## config.mk

```make
export PLATFORM = sky130hd
export DESIGN_NAME = imem_loader
export DESIGN_NICKNAME = d
export VERILOG_FILES = /design/src/rtl/imem_loader.sv
export SDC_FILE = /design/constraint.sdc
export NUM_CORES = 1
export LEC_CHECK = 0
export BUFFER_PORTS_ARGS = -buffer_cell sky130_fd_sc_hd__clkbuf_2
export CAP_MARGIN = 25
export CORE_UTILIZATION = 62
export DETAILED_ROUTE_END_ITERATION = 12
export PLACE_DENSITY = 0.87
export SLEW_MARGIN = 40
export SYNTH_ARGS = -nofsm -noshare
export SYNTH_HDL_FRONTEND = slang
export SYNTH_SLANG_ARGS = --single-unit
```

## constraint.sdc

```tcl
create_clock -name clk -period 3.25 [get_ports clk]
set_clock_uncertainty 0.2 [all_clocks]
set_input_delay 0.1625 -clock clk [delete_from_list [all_inputs] [get_ports clk]]
set_output_delay 0.1625 -clock clk [all_outputs]
set_load 0.01 [all_outputs]
```

## src/rtl/imem_loader.sv

```systemverilog
// Instruction-memory loader: parses SYNC/count/data/checksum frames from a byte
// stream, writes little-endian 32-bit words and gates the processor reset.
module imem_loader #(
    parameter int          ADDR_WIDTH     = 8,
    parameter int          MAX_WORDS      = 255,
    parameter logic [7:0]  SYNC_BYTE      = 8'hA5,
    parameter int          TIMEOUT_CYCLES = 1000
) (
    input  logic                  clk,
    input  logic                  reset,
    input  logic [7:0]            rx_data,
    input  logic                  rx_valid,
    output logic                  rx_ready,
    output logic                  wr_en,
    output logic [ADDR_WIDTH-1:0] wr_addr,
    output logic [31:0]           wr_data,
    output logic                  cpu_reset,
    output logic                  done,
    output logic                  error,
    output logic [1:0]            err_code
);

    localparam int            TW       = $clog2(TIMEOUT_CYCLES + 1);
    localparam logic [TW-1:0] TMO_LAST = TW'(TIMEOUT_CYCLES - 1);

    typedef enum logic [2:0] {
        S_IDLE,
        S_COUNT,
        S_DATA,
        S_CHECK,
        S_DONE,
        S_ERR
    } state_t;

    state_t                  state_q;
    logic                    rx_ready_q;
    logic                    wr_en_q;
    logic [ADDR_WIDTH-1:0]   wr_addr_q;
    logic [31:0]             wr_data_q;
    logic                    cpu_reset_q;
    logic                    done_q;
    logic                    error_q;
    logic [1:0]              err_code_q;
    logic [1:0]              byte_cnt_q;
    logic [7:0]              word_idx_q;
    logic [7:0]              count_q;
    logic [7:0]              csum_q;
    logic [23:0]             asm_q;
    logic [TW-1:0]           tmo_q;

    logic        accept;
    logic        in_frame;
    logic [31:0] word_d;

    assign accept   = rx_valid && rx_ready_q;
    assign in_frame = (state_q == S_COUNT) || (state_q == S_DATA) || (state_q == S_CHECK);
    // Earlier bytes of the word sit in asm_q; the incoming byte is the top byte.
    assign word_d   = {rx_data, asm_q};

    always_ff @(posedge clk) begin
        if (reset) begin
            state_q     <= S_IDLE;
            rx_ready_q  <= 1'b0;
            wr_en_q     <= 1'b0;
            wr_addr_q   <= '0;
            wr_data_q   <= '0;
            cpu_reset_q <= 1'b1;
            done_q      <= 1'b0;
            error_q     <= 1'b0;
            err_code_q  <= 2'b00;
            byte_cnt_q  <= '0;
            word_idx_q  <= '0;
            count_q     <= '0;
            csum_q      <= '0;
            asm_q       <= '0;
            tmo_q       <= '0;
        end else begin
            rx_ready_q <= 1'b1;
            wr_en_q    <= 1'b0;

            if (in_frame && !accept) begin
                tmo_q <= tmo_q + 1'b1;
            end else begin
                tmo_q <= '0;
            end

            if (in_frame && !accept && tmo_q == TMO_LAST) begin
                state_q     <= S_ERR;
                error_q     <= 1'b1;
                err_code_q  <= 2'b11;
                cpu_reset_q <= 1'b1;
            end else begin
                case (state_q)
                    S_IDLE, S_DONE, S_ERR: begin
                        if (accept && rx_data == SYNC_BYTE) begin
                            state_q     <= S_COUNT;
                            cpu_reset_q <= 1'b1;
                            done_q      <= 1'b0;
                            error_q     <= 1'b0;
                            err_code_q  <= 2'b00;
                        end
                    end
                    S_COUNT: begin
                        if (accept) begin
                            count_q    <= rx_data;
                            csum_q     <= '0;
                            word_idx_q <= '0;
                            byte_cnt_q <= '0;
                            if (int'(rx_data) > MAX_WORDS) begin
                                state_q    <= S_ERR;
                                error_q    <= 1'b1;
                                err_code_q <= 2'b10;
                            end else if (rx_data == 8'd0) begin
                                state_q <= S_CHECK;
                            end else begin
                                state_q <= S_DATA;
                            end
                        end
                    end
                    S_DATA: begin
                        if (accept) begin
                            asm_q      <= {rx_data, asm_q[23:8]};
                            csum_q     <= csum_q ^ rx_data;
                            byte_cnt_q <= byte_cnt_q + 2'd1;
                            if (byte_cnt_q == 2'd3) begin
                                wr_en_q    <= 1'b1;
                                wr_addr_q  <= ADDR_WIDTH'(word_idx_q);
                                wr_data_q  <= word_d;
                                word_idx_q <= word_idx_q + 8'd1;
                                if (word_idx_q == count_q - 8'd1) begin
                                    state_q <= S_CHECK;
                                end
                            end
                        end
                    end
                    S_CHECK: begin
                        if (accept) begin
                            if (rx_data == csum_q) begin
                                state_q     <= S_DONE;
                                done_q      <= 1'b1;
                                cpu_reset_q <= 1'b0;
                            end else begin
                                state_q    <= S_ERR;
                                error_q    <= 1'b1;
                                err_code_q <= 2'b01;
                            end
                        end
                    end
                    default: state_q <= S_IDLE;
                endcase
            end
        end
    end

    assign rx_ready  = rx_ready_q;
    assign wr_en     = wr_en_q;
    assign wr_addr   = wr_addr_q;
    assign wr_data   = wr_data_q;
    assign cpu_reset = cpu_reset_q;
    assign done      = done_q;
    assign error     = error_q;
    assign err_code  = err_code_q;

endmodule

```

Yosys cells after proc, flatten, opt, wreduce, memory -nomap -nowiden

Cells that the tools add are included.
W data, S select, Z words.

Register bits after elaboration: 110
Bits in latches: 0
RAM bits: 0
Memory bits (read-only): 0
Input bits: 11
Logic and storage cells: 113
Memories: 0

Add/subtract/negate cells: 4
$mul: 0
Divide/modulo/power cells: 0
Magnitude comparators: 0
Eq/ne operators: 24
Shifts and indexed selects: 0
Mux-type cells: 38
Bitwise logic cells: 5
Reduce and logical (&&, ||, !) cells: 26

Operator list:

| cell                    | count |
|---|---|
| $mux W8                 | 4 |
| $pmux W8 S2             | 2 |
| $mux W3                 | 7 |
| $eq A8 B8 Y1            | 2 |
| $reduce_and A4 Y1       | 4 |
| $mux W1                 | 13 |
| $mux W2                 | 6 |
| $pmux W3 S4             | 1 |
| $reduce_and A6 Y1       | 2 |
| $add A10 B1 Y10 const B | 1 |
| $eq A10 B10 Y1 const B  | 1 |
| $reduce_and A5 Y1       | 2 |
| $ne A3 B2 Y1 const B    | 3 |
| $add A8 B1 Y8 const B   | 1 |
| $eq A8 B8 Y1 const B    | 1 |
| $logic_not A8 Y1        | 1 |
| $ne A2 B2 Y1 const B    | 4 |
| $pmux W2 S2             | 2 |
| $sub A8 B1 Y8 const B   | 1 |
| $xor A8 B8 Y8           | 1 |
| $eq A3 B2 Y1 const B    | 2 |
| $eq A3 B3 Y1 const B    | 2 |
| $ne A2 B1 Y1 const B    | 3 |
| $ne A3 B1 Y1 const B    | 2 |
| other kinds (16)        | 29 |

Logic depth before layout (Yosys ltp)

Depth after elaboration: 7
Depth in mapped cells: 7
Depth with buffers taken out: 7

Worst setup path after synthesis

Ideal clock, no wire load.

Path kind: flip-flop to flip-flop
Start: register count_q[0]
End: register state_q[1]
Arrival: 1.751 ns
Data required time: 2.947 ns
Setup slack: 1.195 ns
Cell stages (with the launch flop): 8
Buffers on the path: 0
Clock period less this slack: 2.055 ns
Cells stage by stage: dfxtp_1 -> inv_1 -> ha_1 -> o21ba_2 -> a221oi_1 -> o32a_2 -> o21ai_2 -> a2111oi_2

Cells in the longest elaborated chain, start to end: 4

RTL lines:

| element                     | line | RTL |
|---|---|---|
| start: declaration          | 46   | `logic [7:0] count_q;` |
| start signal: assignment    | 105  | `count_q <= rx_data;` |
| $sub A8 B1 Y8               | 130  | `if (word_idx_q == count_q - 8'd1) begin` |
| $eq A8 B8 Y1                | 130  |  |
| $ne A2 B1 Y1 (no line)      | n/a  |  |
| $reduce_and A6 Y1 (no line) | n/a  |  |
| end signal: assignment      | 131  | `state_q <= S_CHECK;` |
| end signal: assignment      | 139  | `state_q <= S_DONE;` |
| end signal: assignment      | 143  | `state_q <= S_ERR;` |
| end: declaration            | 35   | `state_t state_q;` |

Every way passes these cells.
A chain may end at the register's enable or synchronous reset.

Worst setup path after layout

Start: register state_q[1]
End: register wr_data_q[1], in the netlist wr_data[1]

Cells in the longest elaborated chain, start to end: 7
Elaborated cells on any way between the ends: 9
Classes of those cells: eq/ne: 3; bitwise: 1; reduce/logical: 5

RTL lines:

| element                                             | line   | RTL |
|---|---|---|
| start signal: assignment                            | 62     | `state_q <= S_IDLE;` |
| start signal: assignment                            | 88     | `state_q <= S_ERR;` |
| start signal: assignment                            | 96     | `state_q <= S_COUNT;` |
| $eq A3 B1 Y1 / $eq A3 B2 Y1 (equally long branches) | 56, 93 |  |
| $logic_or A1 B1 Y1 (2 in a row)                     | 56     | `assign in_frame = (state_q == S_COUNT) \|\| (state_q == S_DATA) \|\| (state_q == S_CHECK);` |
| $logic_and A1 B1 Y1 (2 in a row)                    | 87     | `if (in_frame && !accept && tmo_q == TMO_LAST) begin` |
| $not A1 Y1 (no line)                                | n/a    |  |
| $reduce_and A4 Y1 (no line) (*)                     | n/a    |  |
| end signal: assignment                              | 128    | `wr_data_q <= word_d;` |
| end: declaration                                    | 39     | `logic [31:0] wr_data_q;` |

Mark *: on every way between the ends. The rest lies on a longest branch, timed or not.

==> results.json <==
{
  "cts_resized": 0,
  "grt_pass1_vias": 3480,
  "drt-initial-drc-count": 228,
  "r2r_slack_ns": 0.89,
  "seqCellArea_sq_mm": 0.002182,
  "area_growth_syn_to_layout_pct": 11.81,
  "yosys_warnings": 0,
  "pwr_density_cell_mw_per_mm2": 424.4,
  "dpl.hpwl_um": 6721,
  "drv_slew": 0,
  "fillers": 538,
  "postCtsHoldBufs": 8,
  "vias_per_cell": 5.562,
  "avgRoutedWirePerCell_um": 14.17,
  "netlist_instances": 549,
  "fin_setup_tns_ns": 0,
  "grt_pass1_wl_um": 16430,
  "switchingPower_w": 0.0005148,
  "totalWireLength_um": 9904,
  "gr-total-overflow": 0,
  "holdWs_ns": 0.04167,
  "cts_tree": "yes",
  "cp_cell_sequence": "or3b_4 > nor2_2 > nand2_1 > buf_4 > nand2_1 > a21oi_1",
  "cts_made_buffers": 9,
  "synth_fp_nets": 564,
  "r2r_cells": 6,
  "cpMaxStageDelayCell": "dfxtp_1",
  "io_buffers": 57,
  "crit_top_cell": "nand2_1",
  "cp-endpoint": "wr_data[1]",
  "slew_headroom_pct": 48.85,
  "root_buffer": "clkbuf_8",
  "grt_max_degree": 64,
  "clkTransAtPathRegs_ns": 0.10,
  "critPathCaptureType": "register",
  "p_total_w": 0.002166,
  "initial_utilization_pct": 65.73,
  "die_area_sq_mm": 0.007709,
  "path_max_fanout": 28,
  "drv_cap": 0,
  "core_sq_mm": 0.006944,
  "hold_viol_final": 0,
  "die-width_um": 87.80,
  "vias": 3888,
  "outcome": "finished, final reports clean",
  "cp_data_arrival_time_ns": 2.39,
  "io_pins": 58,
  "cts_max_level": 3,
  "place_area_sq_mm": 0.004842,
  "p_int_w": 0.001651,
  "grtUsageTotal_pct": 27.45,
  "crit_start": "state_q[1]",
  "worstSetupPathType": "reg -> reg",
  "fp.dieH_um": 87.80,
  "netlist_area_sq_mm": 0.004564,
  "nets": 613,
  "synth_seq_area_share_pct": 47.81,
  "netSwitchingFraction_pct": 23.77,
  "fin_crit_sh_pct": 72.62,
  "async_flop_share_pct": 0,
  "synth_top_area_share_pct": 47.81,
  "firstDrtPassIters": 5,
  "antenna_found_initial": 0,
  "max_slew.worst_pin.slew_ns": 0.7627,
  "syn_area_per_cell_sq_um": 8.314,
  "netlist_top_cells_area": "dfxtp_1 48%, nand2_1 11%, a21oi_1 8.7%",
  "seqPwrFrac_pct": 61.7,
  "p_clk_share_pct": 35.4,
  "crit_required_ns": 3.28,
  "cts.sinks": 109,
  "setup_viol": 0,
  "synth-seq-cells": 109,
  "fin_area_sq_mm": 0.005104,
  "hp-class": "in -> reg",
  "fmax_mhz": 423.7,
  "antenna_left": 0,
  "p_leak_nw": 1.855,
  "post_cts_buffers": 0,
  "synth-edff-count": 0,
  "r2r_start": "state_q[1]",
  "diodes": 0,
  "cp_slowest_stage_delay_ns": 0.58,
  "cts_buffer_depth": 2,
  "rows": 30,
  "drive_gt1_share_pct": 15.59,
  "synth.distinct_cells": 62,
  "layout_min_cycle_time_ns": 2.360,
  "fin_util_pct": 73.50,
  "combPwrFrac_pct": 2.8,
  "rsz0062_at_grt": "false",
  "cp-start-kind": "register",
  "drc_errors": 0,
  "post-synth-top-area-cell": "dfxtp_1",
  "peakVddDrop_uv": 255.8,
  "gp_congestion": 0.9124,
  "multi_input_area_sq_mm": 0.002171,
  "ys.flop_type": "dfxtp_1",
  "worstSkewPairLatency_ns": 0.37,
  "r2r_end": "wr_data[1]"
}
-- critical path, delay by kind of cell, from the launching register on --
| kind | cells | cell delay [ns] |
|---|---|---|
| AOI/OAI and AO/OA | 1 | 0.07 |
| buffers and inverters | 1 | 0.37 |
| DFF | 1 | 0.58 |
| and+or+nand+nor | 4 | 1.00 |
-- registers in the layout, indices dropped and copies added (netlist names) --
| signal | cells |
|---|---|
| asm_q | 24 |
| byte_cnt_q | 2 |
| count_q | 8 |
| cpu_reset | 1 |
| csum_q | 8 |
| done | 1 |
| err_code | 2 |
| rx_ready | 1 |
| state_q | 3 |
| tmo_q | 10 |
| word_idx_q | 8 |
| wr_addr | 8 |
| wr_data | 32 |
| wr_en | 1 |
-- cell families (layout without fill, tap and decap cells) --
kind of cell	Yosys count	after routing	share of synthesized area, %
simple gates	240	240	23.66
compound gates	116	116	14.67
flops	109	109	47.81
buf+inv	39	93	4.632
xor+xnor	32	32	6.140
mux	9	9	2.001
fa+ha+maj	4	4	1.097
-- worst min-delay path by stage --
stage,start,end,slack [ns],cells after the start
after floorplan,rx_data[1],wr_data[25],0.1,2
after global placement,err_code[1],err_code[1],0.24,2
after detailed placement,wr_data[13],wr_data[13],0.25,2
after CTS,rx_valid,cpu_reset,0.03,4
after global routing,rx_valid,cpu_reset,0.05,4
final,rx_valid,cpu_reset,0.04,4
-- synthesized netlist by cell type, drive strengths merged, types with 2 or more instances --
library cell and instances:
o21ba 2, or2 7, o21ai 15, nor4 4, a2111oi 3, nand2 139, a21oi 79, clkbuf 25
nand3b 2, nand3 11, a31oi 2, inv 5, and3 8, dfxtp 109, nand2b 3, xnor2 11
nor2 38, or4 2, ha 4, buf 9, and2 3, nand4 5, xor2 21, a211oi 3
nor3 12, mux2i 8
-- layout make-up --
type | instances | area share [%]
clock buffers | 10 | 2.501
clock inverters | 6 | 1.054
inverters | 5 | 0.3677
multi-input cells | 401 | 42.53
flip-flops and latches | 109 | 42.76
well taps | 96 | 2.354
repair buffers | 72 | 8.433
-- per-stage QoR --
step           worst slack [ns]  std cells
6_report                 0.8898        699
5_1_grt                  0.7083        699
4_1_cts                  0.9033        699
3_5_place_dp             0.9226        675
3_3_place_gp              1.008        675
2_1_floorplan             1.195        549
-- power by group through the flow --
stage | sequential, W | clock [W] | combinational (W)
global route | 0.00134 | 0.000838 | 0.0000661
finish | 0.00134 | 0.000768 | 0.0000617
floorplan | 0.00137 | 0 | 0.0000338
global placement | 0.00137 | 0 | 0.0000525
CTS | 0.00134 | 0.000774 | 0.0000604
detailed placement | 0.00137 | 0 | 0.0000529
-- placed cells by master, fill, tap and decap left out, types with 5 or more instances in the layout --
cell and n:
clkbuf_2 56, nor2_1 37, nor3_1 11, xnor2_1 11, buf_4 6, clkbuf_8 9, xor2_1 21, and3_1 8
dlygate4sd3_1 8, nand4_1 5, dfxtp_1 109, nand2_1 138, o21ai_0 12, nand3_1 11, mux2i_1 8, or2_0 7
a21oi_1 79
-- routing by layer --
layer / vias up / part of all wire [%] / wire, um / track usage (%)
met2: 83 / 50 / 4903 / 44.82
met1: 1849 / 46 / 4531 / 36.92
li1: 1948 / - / - / -
met5: - / 0 / 0 / 0
met4: 0 / 0.77 / 76 / 9.389
met3: 8 / 4.0 / 393 / 4.618
Note: power is estimated with default switching activity, not from simulation.
